$ cat src/rtl/fifo_pkt_rd_ctrl_if.sv
// fifo_pkt_rd_ctrl_if: read-side FIFO, UDP transmitter and status signals of
// the packet read controller.
//   master : the controller (drives fifo_rd_en, tx_start_en, tx_byte_num,
//            tx_data, busy, pkt_cnt, underflow)
//   slave  : FIFO + transmitter + status observer side
interface fifo_pkt_rd_ctrl_if;
  localparam int unsigned CNT_W  = 11;
  localparam int unsigned DATA_W = 8;
  localparam int unsigned LEN_W  = 16;

  logic              fifo_empty;
  logic [CNT_W-1:0]  fifo_rd_count;
  logic [DATA_W-1:0] fifo_dout;
  logic              fifo_rd_en;
  logic              tx_start_en;
  logic [LEN_W-1:0]  tx_byte_num;
  logic              tx_req;
  logic [DATA_W-1:0] tx_data;
  logic              tx_done;
  logic              busy;
  logic [LEN_W-1:0]  pkt_cnt;
  logic              underflow;

  modport master (
    input  fifo_empty, fifo_rd_count, fifo_dout, tx_req, tx_done,
    output fifo_rd_en, tx_start_en, tx_byte_num, tx_data, busy, pkt_cnt,
           underflow
  );

  modport slave (
    output fifo_empty, fifo_rd_count, fifo_dout, tx_req, tx_done,
    input  fifo_rd_en, tx_start_en, tx_byte_num, tx_data, busy, pkt_cnt,
           underflow
  );
endinterface

$ cat src/rtl/fifo_pkt_rd_ctrl.sv
// fifo_pkt_rd_ctrl: drains a byte FIFO into a UDP transmitter frame by frame.
// A frame of PKT_LEN bytes is started once the FIFO holds that many. With
// FIFO_RD_TIMEOUT_EN defined, a partial frame holding whatever is in the
// FIFO is flushed after TIMEOUT idle cycles with a non-empty FIFO.
// Ports:
//   clk  : FIFO read-side clock
//   rst  : asynchronous active-high reset
//   bus  : fifo_pkt_rd_ctrl_if.master
//          fifo_empty/fifo_rd_count/fifo_dout in, fifo_rd_en out
//          tx_req/tx_done in, tx_start_en/tx_byte_num/tx_data out
//          busy/pkt_cnt/underflow status out
// fifo_rd_en and tx_data are combinational (tx_req-to-data latency of one
// cycle, read data comes straight from the FIFO); all other outputs are
// registered.
module fifo_pkt_rd_ctrl #(
  parameter int unsigned PKT_LEN = 1024,
  parameter int unsigned TIMEOUT = 1000
) (
  input logic              clk,
  input logic              rst,
  fifo_pkt_rd_ctrl_if.master bus
);

  localparam int unsigned CNT_W = 11;
  localparam int unsigned LEN_W = 16;

  typedef enum logic [1:0] {
    IDLE      = 2'd0,
    START     = 2'd1,
    SEND      = 2'd2,
    WAIT_DONE = 2'd3
  } state_t;

  state_t           state;
  logic [CNT_W-1:0] len;
  logic [CNT_W-1:0] rd_cnt;
  logic             tx_start_en_q;
  logic [LEN_W-1:0] tx_byte_num_q;
  logic             busy_q;
  logic [LEN_W-1:0] pkt_cnt_q;
  logic             underflow_q;

  logic full_c;
  logic rd_room_c;
  logic rd_en_c;
  logic tmo_hit_c;

  // Frame start conditions and read gating
  assign full_c    = bus.fifo_rd_count >= CNT_W'(PKT_LEN);
  assign rd_room_c = rd_cnt < len;
  assign rd_en_c   = (state == SEND) && bus.tx_req && rd_room_c && !bus.fifo_empty;

`ifdef FIFO_RD_TIMEOUT_EN
  // Counter holds 0..TIMEOUT-1; the flush fires on the TIMEOUT-th non-empty cycle
  localparam int unsigned TMO_W = (TIMEOUT > 1) ? $clog2(TIMEOUT) : 1;

  logic [TMO_W-1:0] tmo_cnt;

  assign tmo_hit_c = (state == IDLE) && !bus.fifo_empty && !full_c &&
                     (bus.fifo_rd_count != '0) &&
                     (tmo_cnt == TMO_W'(TIMEOUT - 1));

  // Idle timeout counter, cleared on empty FIFO or leaving IDLE
  always_ff @(posedge clk or posedge rst) begin
    if (rst) begin
      tmo_cnt <= '0;
    end else if ((state != IDLE) || bus.fifo_empty || full_c || tmo_hit_c) begin
      tmo_cnt <= '0;
    end else if (tmo_cnt != TMO_W'(TIMEOUT - 1)) begin
      tmo_cnt <= tmo_cnt + TMO_W'(1);
    end
  end
`else
  assign tmo_hit_c = 1'b0;
`endif

  // Frame FSM with registered outputs
  always_ff @(posedge clk or posedge rst) begin
    if (rst) begin
      state         <= IDLE;
      len           <= '0;
      rd_cnt        <= '0;
      tx_start_en_q <= 1'b0;
      tx_byte_num_q <= '0;
      busy_q        <= 1'b0;
      pkt_cnt_q     <= '0;
      underflow_q   <= 1'b0;
    end else begin
      tx_start_en_q <= 1'b0;
      case (state)
        IDLE: begin
          // Full frame takes priority over the partial-frame flush
          if (full_c) begin
            len           <= CNT_W'(PKT_LEN);
            tx_byte_num_q <= LEN_W'(PKT_LEN);
            rd_cnt        <= '0;
            tx_start_en_q <= 1'b1;
            busy_q        <= 1'b1;
            state         <= START;
          end else if (tmo_hit_c) begin
            len           <= bus.fifo_rd_count;
            tx_byte_num_q <= LEN_W'(bus.fifo_rd_count);
            rd_cnt        <= '0;
            tx_start_en_q <= 1'b1;
            busy_q        <= 1'b1;
            state         <= START;
          end
        end
        START: begin
          state <= SEND;
        end
        SEND: begin
          if (rd_en_c) begin
            rd_cnt <= rd_cnt + CNT_W'(1);
            if (rd_cnt == len - CNT_W'(1)) begin
              state <= WAIT_DONE;
            end
          end
          // Transmitter asked for a byte the FIFO cannot supply
          if (bus.tx_req && rd_room_c && bus.fifo_empty) begin
            underflow_q <= 1'b1;
          end
        end
        WAIT_DONE: begin
          if (bus.tx_done) begin
            pkt_cnt_q <= pkt_cnt_q + LEN_W'(1);
            busy_q    <= 1'b0;
            state     <= IDLE;
          end
        end
        default: begin
          state <= IDLE;
        end
      endcase
    end
  end

  assign bus.fifo_rd_en  = rd_en_c;
  assign bus.tx_data     = bus.fifo_dout;
  assign bus.tx_start_en = tx_start_en_q;
  assign bus.tx_byte_num = tx_byte_num_q;
  assign bus.busy        = busy_q;
  assign bus.pkt_cnt     = pkt_cnt_q;
  assign bus.underflow   = underflow_q;

endmodule

$ cat src/flat_wrapper.sv
// flat-port wrapper written by rule: the top's interface ports become plain ports
module fifo_pkt_rd_ctrl_flat 
#(
  parameter int unsigned PKT_LEN = 1024,
  parameter int unsigned TIMEOUT = 1000
)
  (clk, rst, bus_fifo_empty, bus_fifo_rd_count, bus_fifo_dout, bus_tx_req, bus_tx_done, bus_fifo_rd_en, bus_tx_start_en, bus_tx_byte_num, bus_tx_data, bus_busy, bus_pkt_cnt, bus_underflow);
  fifo_pkt_rd_ctrl_if bus_i ();
  input logic clk;
  input logic rst;
  input wire logic [$bits(bus_i.fifo_empty)-1:0] bus_fifo_empty;
  input wire logic [$bits(bus_i.fifo_rd_count)-1:0] bus_fifo_rd_count;
  input wire logic [$bits(bus_i.fifo_dout)-1:0] bus_fifo_dout;
  input wire logic [$bits(bus_i.tx_req)-1:0] bus_tx_req;
  input wire logic [$bits(bus_i.tx_done)-1:0] bus_tx_done;
  output wire logic [$bits(bus_i.fifo_rd_en)-1:0] bus_fifo_rd_en;
  output wire logic [$bits(bus_i.tx_start_en)-1:0] bus_tx_start_en;
  output wire logic [$bits(bus_i.tx_byte_num)-1:0] bus_tx_byte_num;
  output wire logic [$bits(bus_i.tx_data)-1:0] bus_tx_data;
  output wire logic [$bits(bus_i.busy)-1:0] bus_busy;
  output wire logic [$bits(bus_i.pkt_cnt)-1:0] bus_pkt_cnt;
  output wire logic [$bits(bus_i.underflow)-1:0] bus_underflow;
  assign bus_i.fifo_empty = bus_fifo_empty;
  assign bus_i.fifo_rd_count = bus_fifo_rd_count;
  assign bus_i.fifo_dout = bus_fifo_dout;
  assign bus_i.tx_req = bus_tx_req;
  assign bus_i.tx_done = bus_tx_done;
  assign bus_fifo_rd_en = bus_i.fifo_rd_en;
  assign bus_tx_start_en = bus_i.tx_start_en;
  assign bus_tx_byte_num = bus_i.tx_byte_num;
  assign bus_tx_data = bus_i.tx_data;
  assign bus_busy = bus_i.busy;
  assign bus_pkt_cnt = bus_i.pkt_cnt;
  assign bus_underflow = bus_i.underflow;
  fifo_pkt_rd_ctrl #(.PKT_LEN(PKT_LEN), .TIMEOUT(TIMEOUT)) u_core (.clk(clk), .rst(rst), .bus(bus_i));
endmodule
$ cat config.mk
export PLATFORM = sky130hd
export DESIGN_NAME = fifo_pkt_rd_ctrl_flat
export DESIGN_NICKNAME = d
export VERILOG_FILES = /design/src/rtl/fifo_pkt_rd_ctrl_if.sv /design/src/rtl/fifo_pkt_rd_ctrl.sv /design/src/flat_wrapper.sv
export SDC_FILE = /design/constraint.sdc
export NUM_CORES = 1
export LEC_CHECK = 0
export BUFFER_PORTS_ARGS = -buffer_cell sky130_fd_sc_hd__buf_2
export CORE_MARGIN = 5
export CORE_UTILIZATION = 40
export CTS_BUF_LIST = sky130_fd_sc_hd__clkbuf_2
export DETAILED_ROUTE_END_ITERATION = 10
export GPL_ROUTABILITY_DRIVEN = 0
export PLACE_DENSITY = 0.67
export RECOVER_POWER = 100
export SYNTH_ARGS = -nofsm -noshare
export SYNTH_HDL_FRONTEND = slang
export SYNTH_SLANG_ARGS = --single-unit
$ cat constraint.sdc
create_clock -name clk -period 1.9 [get_ports clk]
set_input_delay 0.19 -clock clk [delete_from_list [all_inputs] [get_ports clk]]
set_output_delay 0.19 -clock clk [all_outputs]
set_load 0.02 [all_outputs]
; Word-level counts from Yosys, hierarchy flattened
; Index checks and enable logic that the tools add are counted.
[op_classes]
addsub = 3
order_cmp = 2
eq_ne = 8
n_mux = 13
reduce_logical = 15
[ops]
columns = cell, count
row1 = $mux W11, 2
row2 = $pmux W11 S2, 1
row3 = $add A16 B1 Y16 const B, 1
row4 = $add A11 B1 Y11 const B, 1
row5 = $eq A11 B11 Y1, 1
row6 = $ge A11 B11 Y1 const B, 1
row7 = $lt A11 B11 Y1, 1
row8 = $sub A11 B1 Y11 const B, 1
row9 = $mux W2, 4
row10 = $pmux W2 S4, 1
row11 = $ne A2 B2 Y1 const B, 3
row12 = $reduce_and A2 Y1, 3
row13 = $reduce_and A3 Y1, 2
row14 = $logic_and A1 B1 Y1, 5
row15 = $eq A2 B2 Y1 const B, 2
row16 = $mux W1, 4
row17 = $reduce_and A4 Y1, 1
row18 = $reduce_bool A2 Y1, 2
row19 = $eq A2 B1 Y1 const B, 1
row20 = $logic_not A2 Y1, 1
row21 = $ne A2 B1 Y1 const B, 1
row22 = $pmux W1 S2, 1
row23 = $logic_not A1 Y1, 1
[totals]
regBits = 33
output_inout_bits = 44
word_cells = 48

; Longest topological paths before layout
[depth]
depth_word = 6
depth_mapped = 7

; Least setup slack after synthesis
; No wires, ideal clock.
[synth_timing]
kind = reg-to-reg
start = reg u_core.len[10]
end = reg u_core.state[1]
setup_time_ps = 127
t_arrival_ps = 1690
setup_slack_ps = 82
path_stages_with_launch = 6
path_buffers = 0
path_cell_list = dfrtp_1 > ha_1 > and4b_2 > nand4_1 > a221o_1 > mux2_1
[synth_via]
elab_chain_len = 5
[synth_lines]
columns = item, line
row1 = start: declaration, fifo_pkt_rd_ctrl.sv:35  ; logic [CNT_W-1:0] len;
row2 = start signal: assignment, fifo_pkt_rd_ctrl.sv:94  ; len <= CNT_W'(PKT_LEN);
row3 = start signal: assignment, fifo_pkt_rd_ctrl.sv:101  ; len <= bus.fifo_rd_count;
row4 = $lt A11 B11 Y1, fifo_pkt_rd_ctrl.sv:50  ; assign rd_room_c = rd_cnt < len;
row5 = $logic_and A1 B1 Y1 (2 in a row), fifo_pkt_rd_ctrl.sv:51  ; assign rd_en_c = (state == SEND) && bus.tx_req && rd_room_c && !bus.fifo_empty;
row6 = via bus_fifo_rd_en, flat_wrapper.sv:16  ; output wire logic [$bits(bus_i.fifo_rd_en)-1:0] bus_fifo_rd_en;
row7 = $ne A2 B2 Y1 (no line), --
row8 = $reduce_and A4 Y1 (no line), --
row9 = end signal: assignment, fifo_pkt_rd_ctrl.sv:80  ; state <= IDLE;
row10 = end signal: assignment, fifo_pkt_rd_ctrl.sv:99  ; state <= START;
row11 = end signal: assignment, fifo_pkt_rd_ctrl.sv:106  ; state <= START;
row12 = end: declaration, fifo_pkt_rd_ctrl.sv:34  ; state_t state;
; The timed path passes the listed nets, and every way through them passes these cells.
; A chain may end at the register's enable or synchronous reset.

; Worst setup path in the final report
[layout_timing]
start = reg u_core.len[10]
end = reg u_core.state[1]
[layout_via]
elab_chain_len = 5
[layout_lines]
columns = item
row1 = branches (longest 4 deep; another with $sub A11 B1 Y11)
row2 = $reduce_and A4 Y1 (no line) *
; Mark *: on every way between the ends.

==> flow_summary.yaml <==
status:
  status: "completed"
cells_and_area:
  antenna_cells: 0
  area_growth_pct: 15.6
  utilization_pct: 47.6
  layout_commonest_cell: "dfrtp_1"
  nFillCells: 424
  final_nets: 245
  final_cell_mix: "dfrtp_1, buf_2, nand2_1, conb_1"
  drive_gt1_share_pct: 27.8
logic_synthesis:
  synthArstFlopShare_pct: 100
  synth_edf_count: 0
  synth.distinct_cells: 36
  synth-main-ff-cell: "dfrtp_1"
  yosys-top-cells-area: "dfrtp_1, buf_4, xnor2_1"
  ys_seq_area_share_pct: 46.1
  yosys_warnings: 0
  syn_area_mm2: 0.00179
  syn-instance-count: 179
  synth_top_area_share_pct: 46.1
  syn_area_per_cell_um2: 10.0
  synth-seq-cells: 33
  synth_top_area_cell: "dfrtp_1"
global_routing:
  grt-ovfl-total: 0
  grt_pass1_vias: 1236
  grt_max_degree: 34
  antenna_found_initial: 0
  grt_pass1_wl_um: 5780
  globalRouteTotalUtil_pct: 11.9
power:
  power.internal_mw: 1.47
  cellPowerDensity_mw_per_mm2: 1130
  power.switching_mw: 0.861
  p_sw_share_pct: 36.9
  ir_worst_vdd_mv: 0.746
  comb_power_share_pct: 39.5
  p_total_mw: 2.33
  sequentialPowerShare_pct: 40.3
  clockPowerShare_pct: 20.2
  p_leak_nw: 0.989
clock_network:
  numCtsBuffers: 5
  cts_htree_levels: 2
  clk_latency_ns: 0.38
  root_buffer: "clkbuf_2"
  cts_tree: "done"
  clock_path_buffers: 2
  clock_sinks: 33
  cts.clk_slew.worst_paths_ns: 0.18
die:
  core_mm2: 0.00435
  start_util_pct: 41.1
  die_y_um: 76.9
  die_w_um: 76.9
  boundaryPins: 68
  num_rows: 24
  dieArea_mm2: 0.00592
critical_path:
  critPathRequiredTime_ns: 2.17
  critPathArrivalTime_ns: 2.14
  worst-setup-path-type: "reg2reg"
  path_max_fanout: 4
  crit_path_start_kind: "flip-flop"
  endpoint_kind: "flip-flop"
sta:
  maxSlewViolCount: 0
  max-slew-margin-rel_pct: 45.1
  min_period_ns: 1.87
  post-route-period-util_pct: 98.2
  skew_ns: 0.0178
  finalSetupViolCount: 0
  rsz0062_at_grt: "true"
  worst_slew_pin_slew_ns: 0.824
  layout_setup_ws_ns: 0.0333
  fmax_mhz: 536
  hold_viol_final: 0
flow_run:
  max_cap_violations: 0
route:
  drtPass1Iterations: 4
  vias_per_cell: 5.07
  antenna_left: 0
  post_drt_wl_per_cell_um: 13.0
  finalWirelength_um: 3480
  drc: 0
  vias: 1360
  drtIter0Drc: 75
place:
  hpwlAfterDp_um: 2460
  io_buffer_count: 26
  pre_cts_slack_ns: -0.0322
worst_hold_path:
  hp-class: "in2reg"
[area by class of cell]
cell class	instances	area (um^2)	area share [%]
flip-flops and latches	33	827	39.9
inverters	5	18.8	0.906
multi-input cells	130	862	41.6
well taps	52	65.1	3.14
clock inverters	2	33.8	1.63
clock buffers	6	30.0	1.45
repair buffers	40	235	11.4
[stage by stage]
stage / area (um^2) / hold WS (ns) / std cells / TNS (ns)
6_report: 2070 / 0.0863 / 268 / 0
5_1_grt: 2070 / 0.0525 / 268 / -0.0296
4_1_cts: 2000 / 0.0633 / 263 / 0
3_3_place_gp: 1920 / 0.307 / 254 / 0
3_5_place_dp: 1920 / 0.316 / 254 / -0.0322
2_1_floorplan: 1840 / 0.319 / 193 / 0
[path summary, 6_finish.rpt]
check / from / to / slack (ns) / depth (start not counted)
max: u_core.len[10] / u_core.state[1] / 0.03 / 5
min: bus_fifo_empty / u_core.bus.underflow / 0.09 / 2
max reg2reg: u_core.len[10] / u_core.state[1] / 0.03 / 5
min reg2reg: u_core.bus.pkt_cnt[15] / u_core.bus.pkt_cnt[15] / 0.49 / 1
max in group asynchronous: rst / u_core.state[1] / 0.76 / 4
min in group asynchronous: rst / u_core.len[10] / 0.55 / 4
[kinds of logic (layout without fill, tap and decap cells)]
logic type | Yosys count | in the layout | share of synthesized area, %
simple gates | 69 | 69 | 21.7
flops | 33 | 33 | 46.1
buf+inv | 30 | 53 | 11.2
compound gates | 23 | 23 | 8.03
xor+xnor | 15 | 15 | 7.33
fa+ha+maj | 6 | 6 | 4.19
mux | 2 | 2 | 1.26
other cells | 1 | 15 | 0.209
[cells in the mapped netlist (2+ instances only)]
| cell type | number |
|---|---|
| a21oi_1 | 8 |
| and3_1 | 2 |
| and4_1 | 4 |
| buf_4 | 23 |
| dfrtp_1 | 33 |
| ha_1 | 6 |
| inv_1 | 5 |
| nand2_1 | 16 |
| nand3_1 | 12 |
| nand4_1 | 9 |
| nor2_1 | 5 |
| nor2b_1 | 4 |
| nor3_1 | 2 |
| o21ai_0 | 6 |
| o31ai_1 | 5 |
| or3_1 | 2 |
| or4_1 | 5 |
| xnor2_1 | 11 |
| xor2_1 | 4 |
[flip-flops by register name, indices dropped and copies added, names as in the netlist]
name                    cells
u_core.state                2
u_core.bus.busy             1
u_core.len                  1
u_core.bus.underflow        1
u_core.rd_cnt              11
u_core.bus.pkt_cnt         16
u_core.bus.tx_start_en      1
[worst max-delay path, stage by stage, from the launching register on]
cell and delay [ns]:
dfrtp_1 0.46, ha_2 0.21, and4b_2 0.30, nand4_1 0.12, a221o_1 0.37, mux2_4 0.31
[metal layers]
layer  vias to the layer above  track usage, %  share of wire, %
met3                         9            2.69               6.8
met4                         0            5.24               2.2
met2                        40            17.2                44
li1                        670               -                 -
met1                       641            16.8                46
met5                         -               0                 0
[power groups by stage]
stage	clock, mW	sequential, mW	combinational (mW)
after global placement	0	0.947	0.770
after global routing	0.526	0.959	1.03
final	0.471	0.940	0.923
after CTS	0.482	0.938	0.811
after floorplan	0	1.01	0.492
after detailed placement	0	0.952	0.786
[timing repair]
| action | 4_1_cts | 5_1_grt |
|---|---|---|
| resized for setup | 2 | 10 |
| endpoints found under the setup margin | 4 | 7 |
| buffers inserted | 0 | 5 |
| hold buffers | 1 | 0 |
| gates cloned | 0 | 0 |
| pin swaps | 1 | 6 |
| hold endpoints to repair | 33 | 0 |
Note: power is estimated with default switching activity, not from simulation.
